--- src/rtl/scd_pkg.sv ---
// Shared types and defaults for the serial check-word decoder.
// Frame layout: 12 data bits MSB first, then 4 check bits MSB first.
package scd_pkg;

    localparam int SCD_DATA_W  = 12;
    localparam int SCD_CHK_W   = 4;
    localparam int SCD_FRAME_W = SCD_DATA_W + SCD_CHK_W;

    // Mask k occupies bits [k*DATA_W +: DATA_W]
    localparam logic [SCD_DATA_W*SCD_CHK_W-1:0] SCD_CHK_MASK =
        48'h0F3_5A6_C39_9E1;

    typedef enum logic [1:0] {
        IDLE,
        SHIFT,
        HOLD
    } scd_state_t;

endpackage

--- src/rtl/scd_syndrome.sv ---
// Combinational syndrome: received check bits XOR recomputed parity.
// Uses the same mask table as the transmit-side generator.
import scd_pkg::*;

module scd_syndrome #(
    parameter int DATA_W = SCD_DATA_W,
    parameter int CHK_W  = SCD_CHK_W,
    parameter logic [DATA_W*CHK_W-1:0] CHK_MASK = SCD_CHK_MASK
) (
    input  logic [DATA_W-1:0] data,
    input  logic [CHK_W-1:0]  chk,
    output logic [CHK_W-1:0]  syn
);

    // Each syndrome bit compares one received check bit to its mask parity
    always_comb begin
        syn = '0;
        for (int k = 0; k < CHK_W; k++) begin
            syn[k] = chk[k] ^ (^(data & CHK_MASK[k*DATA_W +: DATA_W]));
        end
    end

endmodule

--- src/rtl/serial_check_decoder.sv ---
// Serial receive decoder: deserialises a data+check frame and
// reports data, syndrome and error through a one-entry buffer.
import scd_pkg::*;

module serial_check_decoder #(
    parameter int DATA_W   = SCD_DATA_W,
    parameter int CHK_W    = SCD_CHK_W,
    parameter logic [DATA_W*CHK_W-1:0] CHK_MASK = SCD_CHK_MASK,
    parameter int ERRCNT_W = 8
) (
    input  logic                clk,
    input  logic                rst_n,
    input  logic                sin_bit,
    input  logic                sin_valid,
    input  logic                sin_sof,
    output logic                sin_ready,
    output logic [DATA_W-1:0]   out_data,
    output logic [CHK_W-1:0]    out_syn,
    output logic                out_err,
    output logic                out_valid,
    input  logic                out_ready,
    output logic                frame_abort,
    output logic [ERRCNT_W-1:0] err_count
);

    localparam int F     = DATA_W + CHK_W;
    localparam int CNT_W = $clog2(F + 1);

    scd_state_t        state;
    logic [F-1:0]      sr;
    logic [CNT_W-1:0]  count;

    logic              accept;
    logic              drain;
    logic [F-1:0]      frame_w;
    logic [DATA_W-1:0] frame_data;
    logic [CHK_W-1:0]  frame_chk;
    logic [CHK_W-1:0]  frame_syn;

    assign sin_ready = (state != HOLD);
    assign accept    = sin_valid && sin_ready;
    assign drain     = out_valid && out_ready;

    // In HOLD the frame is parked in sr; otherwise the incoming bit
    // completes it, so the syndrome is ready in the same cycle.
    assign frame_w    = (state == HOLD) ? sr : {sr[F-2:0], sin_bit};
    assign frame_data = frame_w[F-1 -: DATA_W];
    assign frame_chk  = frame_w[CHK_W-1:0];

    scd_syndrome #(
        .DATA_W   (DATA_W),
        .CHK_W    (CHK_W),
        .CHK_MASK (CHK_MASK)
    ) u_syn (
        .data (frame_data),
        .chk  (frame_chk),
        .syn  (frame_syn)
    );

    // Receive FSM, output buffer and error counter
    always_ff @(posedge clk or negedge rst_n) begin
        if (!rst_n) begin
            state       <= IDLE;
            sr          <= '0;
            count       <= '0;
            out_valid   <= 1'b0;
            out_data    <= '0;
            out_syn     <= '0;
            out_err     <= 1'b0;
            frame_abort <= 1'b0;
            err_count   <= '0;
        end else begin
            frame_abort <= 1'b0;

            if (drain) begin
                out_valid <= 1'b0;
                if (out_err && (err_count != '1)) begin
                    err_count <= err_count + ERRCNT_W'(1);
                end
            end

            unique case (state)
                IDLE: begin
                    if (accept && sin_sof) begin
                        sr    <= {{(F-1){1'b0}}, sin_bit};
                        count <= CNT_W'(1);
                        state <= SHIFT;
                    end
                end
                SHIFT: begin
                    if (accept) begin
                        if (sin_sof) begin
                            sr          <= {{(F-1){1'b0}}, sin_bit};
                            count       <= CNT_W'(1);
                            frame_abort <= 1'b1;
                        end else if (count == CNT_W'(F - 1)) begin
                            count <= '0;
                            if (!out_valid || drain) begin
                                out_valid <= 1'b1;
                                out_data  <= frame_data;
                                out_syn   <= frame_syn;
                                out_err   <= |frame_syn;
                                state     <= IDLE;
                            end else begin
                                sr    <= frame_w;
                                state <= HOLD;
                            end
                        end else begin
                            sr    <= {sr[F-2:0], sin_bit};
                            count <= count + CNT_W'(1);
                        end
                    end
                end
                HOLD: begin
                    if (drain) begin
                        out_valid <= 1'b1;
                        out_data  <= frame_data;
                        out_syn   <= frame_syn;
                        out_err   <= |frame_syn;
                        state     <= IDLE;
                    end
                end
                default: state <= IDLE;
            endcase
        end
    end

endmodule

--- config.mk ---
export PLATFORM = sky130hd
export DESIGN_NAME = serial_check_decoder
export DESIGN_NICKNAME = d
export VERILOG_FILES = /design/src/rtl/scd_pkg.sv /design/src/rtl/scd_syndrome.sv /design/src/rtl/serial_check_decoder.sv
export SDC_FILE = /design/constraint.sdc
export NUM_CORES = 1
export LEC_CHECK = 0
export CORE_MARGIN = 3
export CORE_UTILIZATION = 55
export DETAILED_ROUTE_END_ITERATION = 10
export GPL_TIMING_DRIVEN = 0
export PLACE_DENSITY = 0.77
export SLEW_MARGIN = 25
export SYNTH_ARGS = -nofsm -noshare
export SYNTH_HDL_FRONTEND = slang
export SYNTH_HIERARCHICAL = 1
export SYNTH_SLANG_ARGS = --single-unit
--- constraint.sdc ---
create_clock -name clk -period 7.1 [get_ports clk]
set_input_delay 1.42 -clock clk [delete_from_list [all_inputs] [get_ports clk]]
set_output_delay 1.42 -clock clk [all_outputs]
set_load 0.02 [all_outputs]
==> results_dict.tcl, run 1 <==
set metrics [dict create \
    status "complete, no violations" \
    slowest_stage "or4_1" \
    r2r_end "out_err" \
    drt-vias-per-instance 5.78 \
    synthXorXnorAreaFrac 0.104 \
    slew_violations 0 \
    synth_area_leader_cell "dfrtp_1" \
    crit_fanout 10 \
    finalNonFillerCells 289 \
    hold_class "reg -> reg" \
    whs_endpoint "err_count[6]" \
    synth.avg_cell_area_um2 13.3 \
    end_kind "flip-flop" \
    rsz0062_at_grt "false" \
    synth_cell_types 39 \
    fin_crit_ns 3.34 \
    routed-wl-met2_um 2470 \
    routed_wl_um 4890 \
    die_h_um 74.8 \
    worstMarginPinSlew_ns 0.644 \
    finalCritPeriodShare 0.471 \
    relSlewSlack 0.570 \
    cp_cell_sequence "inv_1, ha_1, buf_4, buf_2, mux2_2, xnor3_1, xnor3_1, or4_1, mux2_4" \
    grt_max_degree 33 \
    vdd_drop_max_mv 0.152 \
    drt_iter0_drc 86 \
    cap_violations 0 \
    synth_top_family_by_area "multiplexers" \
    hold_slack_ns 0.509 \
    drtPass1Iterations 4 \
    post_cts_buffers 0 \
    io_buffers 33 \
    synthMuxAreaShare 0.178 \
    crit_buf_inv 3 \
    rows 24 \
    worstHoldPathCells 1 \
    synth_ff_type "dfrtp_1" \
    synthAdderAreaFrac 0.0240 \
    area_growth_pct 20.1 \
    cts_tree "built" \
    cts-htree-levels 2 \
    initial_core_util 0.582 \
    max_stage_delay_ns 0.55 \
    gp_congestion 0.817 \
    synthTopCellsByCount "dfrtp_1, mux2_2, a22o_1" \
    ant_nets 0 \
    num_antenna_cells 0 \
    nets 247 \
    reg2reg_from "state[0]" \
    crit_top_cell "xnor3_1" \
    synthArstFlopShare 1.00 \
    p_total_uw 757 \
    cts_hold_buffers 0 \
    dp.cells 281 \
    criticalPathCategory "reg -> reg" \
    timing.fmax_mhz 299 \
    synth-simple-area-share 0.0784 \
    r2r_setup_slack_ns 3.76 \
    ys_warn_count 6 \
    critPathTopFamily "XOR/XNOR gates" \
    synth_area_leaders "dfrtp_1, mux2_2, xnor3_1, mux2_4, a22o_1" \
    synth-compound-area-share 0.103 \
    hp-start "err_count[6]" \
    leakagePower_uw 0.00151 \
    synthesis.instances 195 \
    worstPathArrival_ns 3.54 \
    top_layer "met4" \
    drive_gt1_frac 0.245 \
    syn_area_um2 2600 \
    wl_met3_um 192 \
    coreArea_um2 4470 \
    num_vias 1671 \
    ys_seq_area_frac 0.481 \
    cts_root_buf "clkbuf_8" \
    finalHoldViolCount 0 \
    hpwl_um 3640 \
    ios 34 \
    cts_max_path_buffers 2 \
    yosys.cell_count.top_type "dfrtp_1" \
    first_global_vias 1710 \
    pre_cts_slack_ns 3.48 \
    grt_usage 0.193 \
    ctsResizeCount 0 \
    cp.required_ns 7.30 \
    cp-start-kind "flip-flop" \
    grt_pass1_wl_um 8110 \
    ys_ff_latch 50 \
    fin_skew_ns 0.00888 \
    fin_ws_ns 3.76 \
    cts-buffers-inserted 5 \
    clk_latency_ns 0.30 \
    die_width_um 74.8 \
    setup_viol 0 \
    yosysTopAreaCellShare 0.481 \
    cts.reportedPaths.clkPinSlew_ns 0.09 \
    synth_edf_count 0 \
    syn_nets 206 \
    drc 0 \
    setup-tns-final_ns 0 \
    wl_met1_um 2150 \
    grt-ovfl-total 0 \
    die_area_um2 5590 \
    r2r_cells 9 \
    power_density_nw_per_um2 242 \
    avgRoutedWirePerCell_um 16.9 \
    clock-sinks 50 \
    antenna_found_initial 0 \
]
==> cells in the final DEF (no fill, tap or decap), types with 3 or more instances in the layout <==
cell type        count
xnor2_1              7
nand3_1              8
mux2_2              27
xnor3_1              7
nor3_1               3
ha_1                 5
clkdlybuf4s50_1     32
mux2_4              10
inv_1                6
a22o_1              15
o21ai_0              7
clkbuf_8             5
buf_2                4
nand2_1              6
nor2_1               6
dfrtp_1             50
xor2_1               6
and3_1               3
==> report_power, final <==
part / leakage (uW) / internal [uW] / switching, uW
sequential: 0.000681 / 310 / 20.8
combinational: 0.000768 / 114 / 113
clock: 0.0000585 / 106 / 94.7
total: 0.00151 / 530 / 228
==> cell type report <==
cell class	instances	area, um^2
Fill cell	304	1350
Multi-Input combinational cell	132	1270
Sequential cell	50	1250
Timing Repair Buffer	34	345
Clock buffer	5	68.8
Tap cell	52	65.1
Buffer	7	57.6
Clock inverter	3	43.8
Inverter	6	22.5
==> cells by family (layout without fill, tap and decap cells) <==
kind of cell,count (synthesis),in the layout
AND/OR/NAND/NOR,36,36
multiplexers,38,38
adder cells (fa/ha/maj),5,5
XOR/XNOR,20,20
AO/OA/AOI/OAI,33,33
buffers and inverters,13,55
flip-flops,50,50
==> worst max path at each step <==
stage | start | endpoint | depth (start not counted)
after CTS | state[0] | out_err | 9
after global routing | state[0] | out_err | 9
after global placement | rst_n | out_syn[2] | 1
after detailed placement | sin_bit | out_err | 6
after floorplan | sin_bit | out_err | 5
final | state[0] | out_err | 9
==> metal layers <==
layer / track usage / up-vias
met2: 0.322 / 42
met1: 0.249 / 827
li1: - / 794
met4: 0.0692 / 0
met3: 0.0401 / 8
met5: 0 / -
==> per-stage QoR <==
stage | utilization | instance area, um^2
final | 0.699 | 3130
after floorplan | - | 2600
after CTS | 0.699 | 3130
after global placement | 0.670 | 3000
after detailed placement | 0.673 | 3010
after global routing | 0.699 | 3130
==> state kept, by name (all words and copies together), names as in the netlist <==
| signal | flops |
|---|---|
| state | 2 |
| out_err | 1 |
| count | 5 |
| err_count | 8 |
| sr | 16 |
| out_syn | 4 |
| out_valid | 1 |
| frame_abort | 1 |
| out_data | 12 |
(Power assumes the default switching activity.)
==> run 2: changes to the inputs <==
clock period = 3.32 ns   (was 7.1 ns; I/O delays follow)
==> run 2 against run 1 <==
Cell count shrank 0.35%. Hold slack worse by 0.22 ns. Wire length shrank 0.16%. Sequential power grew 110%. Core utilization fell by 0.11 points. Combinational power rose by 110%. Sequential share of layout area up 0.064 points. Largest cell class unchanged. Highest routed layer unchanged.
==> results_dict.tcl, run 2 (same netlist as run 1, synthesis figures left out) <==
set metrics [dict create \
    grt_usage 0.191 \
    die_area_um2 5590 \
    slew_violations 0 \
    hold_slack_ns 0.289 \
    cts-htree-levels 2 \
    cts_hold_buffers 0 \
    antenna_found_initial 0 \
    num_vias 1666 \
    area_growth_pct 19.9 \
    internal_power_uw 1130 \
    die_width_um 74.8 \
    cts-buffers-inserted 5 \
    drt_iter0_drc 100 \
    pre_cts_slack_ns -0.0216 \
    grt_max_degree 33 \
    swShare 0.301 \
    reg2reg_from "state[0]" \
    cts.reportedPaths.clkPinSlew_ns 0.09 \
    fin_skew_ns 0.00915 \
    end_kind "flip-flop" \
    drive_gt1_frac 0.242 \
    ctsResizeCount 0 \
    finalCritPeriodShare 0.949 \
    largest_reg_flops 16 \
    final_cell_mix "dfrtp_1, clkdlybuf4s50_1, mux2_2" \
    crit_fanout 19 \
    cts_max_path_buffers 2 \
    setup_viol 0 \
    r2r_setup_slack_ns 0.17 \
    coreArea_um2 4470 \
    finalHoldViolCount 0 \
    criticalPathCategory "reg -> reg" \
    worstSetupStartpoint "state[0]" \
    power_density_nw_per_um2 519 \
    setup-tns-final_ns 0 \
    largest_register "sr" \
    drt-vias-per-instance 5.78 \
    drc 0 \
    first_global_vias 1707 \
    p_total_uw 1620 \
    cp-start-kind "flip-flop" \
    crit_path_end "out_err" \
    drtPass1Iterations 4 \
    clk_latency_ns 0.30 \
    io_buffers 33 \
    relSlewSlack 0.580 \
    worstPathArrival_ns 3.35 \
    switchingPower_uw 487 \
    leakagePower_uw 0.00150 \
    fill_cells 305 \
    hpwl_um 3640 \
    fin_crit_ns 3.15 \
    die_h_um 74.8 \
    rsz0062_at_grt "false" \
    initial_core_util 0.582 \
    p_clk_frac 0.264 \
    num_antenna_cells 0 \
    status "complete, no violations" \
    cts_tree "built" \
    cp.required_ns 3.52 \
    grt_pass1_wl_um 8030 \
    seq_area_um2 1250 \
    worstMarginPinSlew_ns 0.629 \
    gp_congestion 0.817 \
    r2r_cells 8 \
    fin_ws_ns 0.169 \
    pwr-share-comb 0.300 \
    hold_class "in -> async" \
    ios 34 \
    reg_top3 "sr (16), out_data (12), err_count (8)" \
    nets 246 \
    power_frac_seq 0.437 \
    cap_violations 0 \
    post_cts_buffers 0 \
    multi_input_area_um2 1270 \
    final_common_cell "dfrtp_1" \
    avgRoutedWirePerCell_um 16.9 \
    vdd_drop_max_mv 0.326 \
    routed_wl_um 4880 \
    grt-ovfl-total 0 \
    timing.fmax_mhz 317 \
    rows 24 \
    clock-sinks 50 \
    cts_root_buf "clkbuf_8" \
    ant_nets 0 \
    r2r_end "out_err" \
]
-- run 2: cell types whose count changed in the layout (fill, tap and decap cells not counted), sizes merged --
cell / change
buf: -1
-- run 2: worst min-delay path by stage --
stage / slack [ns] / to / depth (start not counted) / startpoint
5_1_grt: 0.31 / frame_abort / 1 / rst_n
4_1_cts: 0.29 / state[0] / 1 / rst_n
6_report: 0.29 / state[0] / 1 / rst_n
3_5_place_dp: 0.50 / out_syn[1] / 1 / out_syn[1]
2_1_floorplan: 0.37 / count[0] / 0 / rst_n
3_3_place_gp: 0.48 / err_count[6] / 1 / err_count[6]
-- run 2: critical path: stages (launching register included) --
cell and delay (ns):
dfrtp_1 0.41, inv_1 0.09, ha_1 0.20, buf_4 0.27, mux2_2 0.41, xnor3_1 0.41, xnor3_1 0.41, or4_1 0.55
mux2_4 0.27
-- run 2: routing by layer --
layer	wire length, um	part of all wire	track usage
met3	180	0.037	0.0427
met5	0	0	0
met2	2410	0.49	0.315
met1	2190	0.45	0.246
met4	97	0.020	0.0751
-- run 2: cell type report --
cell class | instances | share of cell area
well taps | 52 | 0.0209
multi-input cells | 132 | 0.407
inverters | 6 | 0.00722
clock inverters | 3 | 0.0140
repair buffers | 34 | 0.111
plain buffers | 6 | 0.0168
clock buffers | 5 | 0.0221
flip-flops and latches | 50 | 0.401
-- run 2: power by group through the flow --
stage                     Sequential, uW  Combinational, uW  Clock, uW
after global routing                 714                526        468
after floorplan                      738                325          0
after global placement               714                467          0
final                                707                485        427
after detailed placement             718                485          0
after CTS                            707                490        439
-- run 2: through the flow --
step                utilization  cell area (um^2)  instances
global placement          0.670              3000        280
floorplan                     -              2600        195
global route              0.697              3120        288
detailed placement        0.673              3010        281
CTS                       0.697              3120        288
finish                    0.697              3120        288
